<file path="src/rtl/edge_detect_multi.sv">
// Multi-channel synchronised edge detector with per-channel mode, sticky flag and saturating counter.
// Optional debounce filter enabled by defining EDGE_DEBOUNCE_EN.
module edge_detect_multi #(
   parameter int WIDTH           = 4,
   parameter int SYNC_STAGES     = 2,
   parameter int CNT_W           = 8,
   parameter int DEBOUNCE_CYCLES = 4
) (
   input  logic                     clk,
   input  logic                     rst,
   input  logic [WIDTH-1:0]         x,
   input  logic [2*WIDTH-1:0]       mode,
   input  logic [WIDTH-1:0]         clr,
   output logic [WIDTH-1:0]         y,
   output logic [WIDTH-1:0]         flag,
   output logic [WIDTH*CNT_W-1:0]   cnt
);

   // Edges stay masked until s and s_d both hold samples taken after reset.
`ifdef EDGE_DEBOUNCE_EN
   localparam int PRIME = SYNC_STAGES + DEBOUNCE_CYCLES + 2;
`else
   localparam int PRIME = SYNC_STAGES + 2 + 0 * DEBOUNCE_CYCLES;
`endif
   localparam int PW = $clog2(PRIME + 1);

   logic [SYNC_STAGES-1:0] sh [WIDTH];
   logic [WIDTH-1:0]       sync;
   logic [WIDTH-1:0]       filt;
   logic [WIDTH-1:0]       s;
   logic [WIDTH-1:0]       s_d;
   logic [WIDTH-1:0]       rise;
   logic [WIDTH-1:0]       fall;
   logic [WIDTH-1:0]       hit;
   logic [WIDTH-1:0]       acc;
   logic [CNT_W-1:0]       cntr [WIDTH];
   logic [PW-1:0]          pcnt;
   logic                   primed;

   for (genvar g = 0; g < WIDTH; g++) begin : g_chan
      assign sync[g]                 = sh[g][SYNC_STAGES-1];
      assign cnt[CNT_W*g +: CNT_W]   = cntr[g];
   end

`ifdef EDGE_DEBOUNCE_EN
   localparam int DW = $clog2(DEBOUNCE_CYCLES + 1);

   logic [DW-1:0] dcnt [WIDTH];

   // A level change is accepted only after DEBOUNCE_CYCLES consecutive differing samples.
   always_ff @(posedge clk) begin
      if (rst) begin
         for (int i = 0; i < WIDTH; i++) begin
            dcnt[i] <= '0;
            filt[i] <= 1'b0;
         end
      end else begin
         for (int i = 0; i < WIDTH; i++) begin
            if (sync[i] != filt[i]) begin
               if (dcnt[i] == DW'(DEBOUNCE_CYCLES - 1)) begin
                  filt[i] <= sync[i];
                  dcnt[i] <= '0;
               end else begin
                  dcnt[i] <= dcnt[i] + 1'b1;
               end
            end else begin
               dcnt[i] <= '0;
            end
         end
      end
   end
`else
   assign filt = sync;
`endif

   always_comb begin
      hit    = '0;
      primed = (pcnt == '0);
      rise   = s & ~s_d;
      fall   = ~s & s_d;
      for (int i = 0; i < WIDTH; i++) begin
         hit[i] = (mode[2*i] & rise[i]) | (mode[2*i+1] & fall[i]);
      end
      acc = hit & {WIDTH{primed}};
   end

   always_ff @(posedge clk) begin
      if (rst) begin
         for (int i = 0; i < WIDTH; i++) begin
            sh[i]   <= '0;
            cntr[i] <= '0;
         end
         s    <= '0;
         s_d  <= '0;
         y    <= '0;
         flag <= '0;
         pcnt <= PW'(PRIME);
      end else begin
         for (int i = 0; i < WIDTH; i++) begin
            sh[i] <= {sh[i][SYNC_STAGES-2:0], x[i]};
         end
         s   <= filt;
         s_d <= s;
         y   <= acc;
         if (!primed) begin
            pcnt <= pcnt - 1'b1;
         end
         // A new edge beats a simultaneous clear: flag stays set and the counter restarts at 1.
         for (int i = 0; i < WIDTH; i++) begin
            if (acc[i]) begin
               flag[i] <= 1'b1;
            end else if (clr[i]) begin
               flag[i] <= 1'b0;
            end
            if (clr[i]) begin
               cntr[i] <= acc[i] ? CNT_W'(1) : '0;
            end else if (acc[i] && (cntr[i] != '1)) begin
               cntr[i] <= cntr[i] + 1'b1;
            end
         end
      end
   end

endmodule
</file>
<file path="config.mk">
export PLATFORM = sky130hd
export DESIGN_NAME = edge_detect_multi
export DESIGN_NICKNAME = d
export VERILOG_FILES = /design/src/rtl/edge_detect_multi.sv
export SDC_FILE = /design/constraint.sdc
export NUM_CORES = 1
export LEC_CHECK = 0
export CAP_MARGIN = 40
export CORE_ASPECT_RATIO = 1.4
export CORE_MARGIN = 4
export CORE_UTILIZATION = 50
export CTS_CLUSTER_SIZE = 8
export DETAILED_ROUTE_END_ITERATION = 7
export PLACE_DENSITY = 0.79
export SLEW_MARGIN = 5
export SYNTH_ARGS = -nofsm -noshare
export SYNTH_HDL_FRONTEND = slang
export SYNTH_SLANG_ARGS = --single-unit
</file>
<file path="constraint.sdc">
create_clock -name clk -period 2.4 [get_ports clk]
set_input_delay 0.24 -clock clk [delete_from_list [all_inputs] [get_ports clk]]
set_output_delay 0.24 -clock clk [all_outputs]
set_load 0.03 [all_outputs]
</file>
Word-level counts from Yosys, hierarchy flattened
Memory sizes are Yosys's and may differ from the RTL's.
Cells that the tools add are included.

operators by class
  $add $sub $neg = 5
  multipliers = 0
  divide/modulo/power cells = 0
  $lt $le $gt $ge = 0
  eq/ne operators = 4
  shifts and indexed selects = 0
  mux-type cells = 55
  bitwise logic cells = 29
  reductions and logical operators = 9

operator list
  kind                                               number
  2-to-1 mux 8 bit                                   8
  2-to-1 mux 1 bit                                   43
  adder 8 x 1 -> 8 bit (second input constant)       4
  inequality test 8 bit (second input constant)      4
  bitwise OR 1 bit                                   16
  bitwise AND 4 bit                                  3
  bitwise AND 1 bit                                  8
  2-to-1 mux 2 bit                                   4
  NOT 4 bit                                          2
  nonzero test 2 bit                                 4
  logical AND 1 bit                                  4
  logical NOT 3 bit                                  1
  subtractor 3 x 1 -> 3 bit (second input constant)  1

word-level totals
  register bits = 19
  bits in latches = 0
  memory bits (writable) = 40
  ROM bits = 0
  input port bits = 18
  output and inout port bits = 40
  logic and storage cells = 112
  memories = 2

memory list
  name  depth  bits a word  read ports  clocked after memory_dff  write ports  line  source
  cntr  4      8            4           0                         4            36    logic [CNT_W-1:0] cntr [WIDTH];
  sh    4      2            4           0                         4            27    logic [SYNC_STAGES-1:0] sh [WIDTH];

Longest topological paths before layout
Gate-level depths: netlist of run 1.

  depth in word-level cells = 11
  mapped depth = 5
  depth with buffers taken out = 5

Worst setup path before layout of run 1
Ideal clock, no wire load.

  path kind = register to register
  from = memory cntr[2][0]
  to = memory cntr[2][0], enable pin
  library setup time = 0.384 ns
  arrival = 1.854 ns
  required time = 2.016 ns
  setup slack = 0.162 ns
  cell stages (with the launch flop) = 5
  path buffers = 0
  clock period less this slack = 2.238 ns
  cells stage by stage = edfxtp_1 ha_1 nand3_1 o21ai_1 o21ai_0

RTL lines
  item             line
  start, declared  36

==> results.json, run 1 <==
{
  "synthArstFlopShare": 0,
  "slew_headroom": 0.5390,
  "power.share.clock": 0.365,
  "grt_pass1_wl_mm": 9.094,
  "synth_edf_count": 32,
  "crit_path_end": "cntr[3][4]",
  "initial_core_util": 0.5144,
  "intPower_mw": 1.779,
  "r2r-end": "cntr[3][4]",
  "crit_start": "pcnt[0]",
  "synthTopCellsByArea": "edfxtp_1, dfxtp_1, nor2b_1",
  "drt_iter0_markers": 77,
  "synth_common_cells": "edfxtp_1, dfxtp_1, o21ai_0, nor2b_1, inv_1",
  "ff2ff_path_depth": 5,
  "grt_setup_unrepaired": "no",
  "dp_hpwl_mm": 4.049,
  "netlist_area_um2": 2654,
  "drt_wl_total_mm": 5.390,
  "max_freq_mhz": 483.2,
  "max_cap_viol_count": 0,
  "synth.most_common_cell": "edfxtp_1",
  "io_buffers": 57,
  "layout-drive-gt1-share": 0.1034,
  "grt_pass1_vias": 2062,
  "combPwrFrac": 0.142,
  "cts_buffers": 9,
  "ctsResizeCount": 0,
  "die_h_um": 94.20,
  "skew_ns": 0.009571,
  "rows": 31,
  "fin_util": 0.6881,
  "via_per_inst": 5.340,
  "p_sw_mw": 0.5887,
  "ys_types": 36,
  "cp-end-kind": "flop",
  "synth_top_area_share": 0.3621,
  "synthesis.nets": 264,
  "drtAntennaViolNets": 0,
  "setup_viol": 0,
  "clk_latency_ns": 0.33,
  "synth-main-ff-cell": "edfxtp_1",
  "post-route-min-period_ns": 2.069,
  "cp_max_fo": 8,
  "cts_setup_buffers": 0,
  "layout_setup_ws_ns": 0.3305,
  "pwr-share-seq": 0.493,
  "critPathKind": "reg -> reg",
  "core_area_um2": 5159,
  "crit_arrival_ns": 2.02,
  "leakage_nw": 1.281,
  "crit_required_ns": 2.35,
  "ctsHoldBuffers": 0,
  "swShare": 0.2486,
  "cts_tree": "done",
  "grt_max_degree": 13,
  "die_area_um2": 6553,
  "route.vias.total": 2056,
  "seq_area_frac_synth": 0.5658,
  "syn_inst": 240,
  "first_pass_iters": 4,
  "dieWidth_um": 69.57,
  "boundaryPins": 58,
  "htree_levels": 3,
  "peakVddDrop_mv": 0.5084,
  "place_ws_ns": 0.2086,
  "cts_num_sinks": 59,
  "post_drt_wl_per_cell_um": 14.00,
  "clock_path_buffers": 2,
  "rrSetupSlack_ns": 0.33,
  "power_mw": 2.368,
  "period_share": 0.8623,
  "r2r_start": "pcnt[0]",
  "insertedDiodeCount": 0,
  "gr-total-overflow": 0,
  "grt_use_total": 0.1766,
  "cts_root_buf": "clkbuf_8",
  "finalSetupTns_ns": 0,
  "antenna_found_initial": 0,
  "clk_transition_reported_paths_ns": 0.06,
  "finalHoldViolations": 0,
  "drc": 0,
  "startpoint_type": "flop",
  "areaGrowthSynthToFinish_pct": 33.76,
  "cellPowerDensity_nw_per_um2": 667.1,
  "holdCritPathClass": "reg -> reg",
  "slew_viol_final": 0,
  "yosysTopAreaCell": "edfxtp_1",
  "ys_warn_count": 0,
  "place_congestion": 0.8103,
  "worst_slew_pin_slew_ns": 0.6869,
  "synth.avg_cell_area_um2": 11.06,
  "status": "completed",
  "synth_seq_cells": 59,
  "layout.nets": 338
}
## worst max-delay path, cell delays in order (launching register included)
cell      delay (ns)
dfxtp_1         0.30
inv_1           0.11
ha_1            0.22
nor2b_2         0.33
o211ai_1        0.17
o21ai_1         0.57
## state kept, by name (all words and copies together), names as in the netlist
signal / cells
s: 4
flag: 4
sh: 8
y: 4
s_d: 4
pcnt: 3
cntr: 32
## layout by cell type (no fill, tap or decap), drive strengths merged, types with 8 or more instances in the layout
master,instances
nand2,8
edfxtp,32
a21oi,8
clkdlybuf4s50,57
nor2b,18
xnor2,8
and3b,8
buf,9
clkbuf,13
dfxtp,27
a211oi,12
inv,16
or3,12
nor3,15
o21ai,25
nand3,13
## per-layer routing
layer | vias to the layer above | global-route usage | wire length [µm] | part of all wire
met4 | 0 | 0.08958 | 104 | 0.019
met2 | 53 | 0.3145 | 2844 | 0.53
met1 | 963 | 0.1922 | 2200 | 0.41
met5 | - | 0 | 0 | 0
met3 | 10 | 0.04604 | 240 | 0.045
li1 | 1030 | - | - | -
## kinds of logic after synthesis
| logic type | share of synthesized area |
|---|---|
| compound gates | 0.1273 |
| xor+xnor | 0.04290 |
| simple gates | 0.2084 |
| buf+inv | 0.02734 |
| flops | 0.5658 |
| fa+ha+maj | 0.02829 |
## how the worst min path moves through the flow
stage | start | end | slack (ns) | cells after the start
floorplan | x[0] | sh[0][0] | 0.37 | 1
global placement | sh[3][1] | s[3] | 0.42 | 1
detailed placement | sh[0][0] | sh[0][1] | 0.42 | 1
CTS | sh[0][0] | sh[0][1] | 0.44 | 1
global route | sh[0][0] | sh[0][1] | 0.45 | 1
finish | sh[0][0] | sh[0][1] | 0.43 | 1
## power groups by stage
stage | Clock (mW) | Sequential, mW | Combinational [mW]
CTS | 0.881 | 1.17 | 0.339
global route | 0.918 | 1.18 | 0.369
floorplan | 0 | 1.23 | 0.161
global placement | 0 | 1.19 | 0.323
finish | 0.865 | 1.17 | 0.335
detailed placement | 0 | 1.19 | 0.335
## cell type report
| class | instances | area (µm²) |
|---|---|---|
| Multi-Input combinational cell | 162 | 1080 |
| Fill cell | 396 | 1609 |
| Tap cell | 66 | 82.58 |
| Timing Repair Buffer | 66 | 638.1 |
| Sequential cell | 59 | 1501 |
| Inverter | 16 | 60.06 |
| Clock buffer | 13 | 148.9 |
| Clock inverter | 3 | 38.79 |
## through the flow
| stage | hold WS (ns) | cells | cell area, µm² |
|---|---|---|---|
| 3_5_place_dp | 0.4242 | 369 | 3362 |
| 2_1_floorplan | 0.3682 | 240 | 2654 |
| 6_report | 0.4343 | 385 | 3550 |
| 4_1_cts | 0.4376 | 385 | 3550 |
| 5_1_grt | 0.4462 | 385 | 3550 |
| 3_3_place_gp | 0.4191 | 369 | 3362 |
(Power assumes the default switching activity.)
==> inputs of run 2 (changes only) <==
--- a/config.mk
+++ b/config.mk
@@ -9,6 +9,7 @@
 export CORE_ASPECT_RATIO = 1.4
 export CORE_MARGIN = 4
 export CORE_UTILIZATION = 50
+export CTS_CLUSTER_DIAMETER = 60
 export CTS_CLUSTER_SIZE = 8
 export DETAILED_ROUTE_END_ITERATION = 7
 export PLACE_DENSITY = 0.79
==> results of run 2 <==
No change in the layout: final DEF, timing and power equal those of run 1.
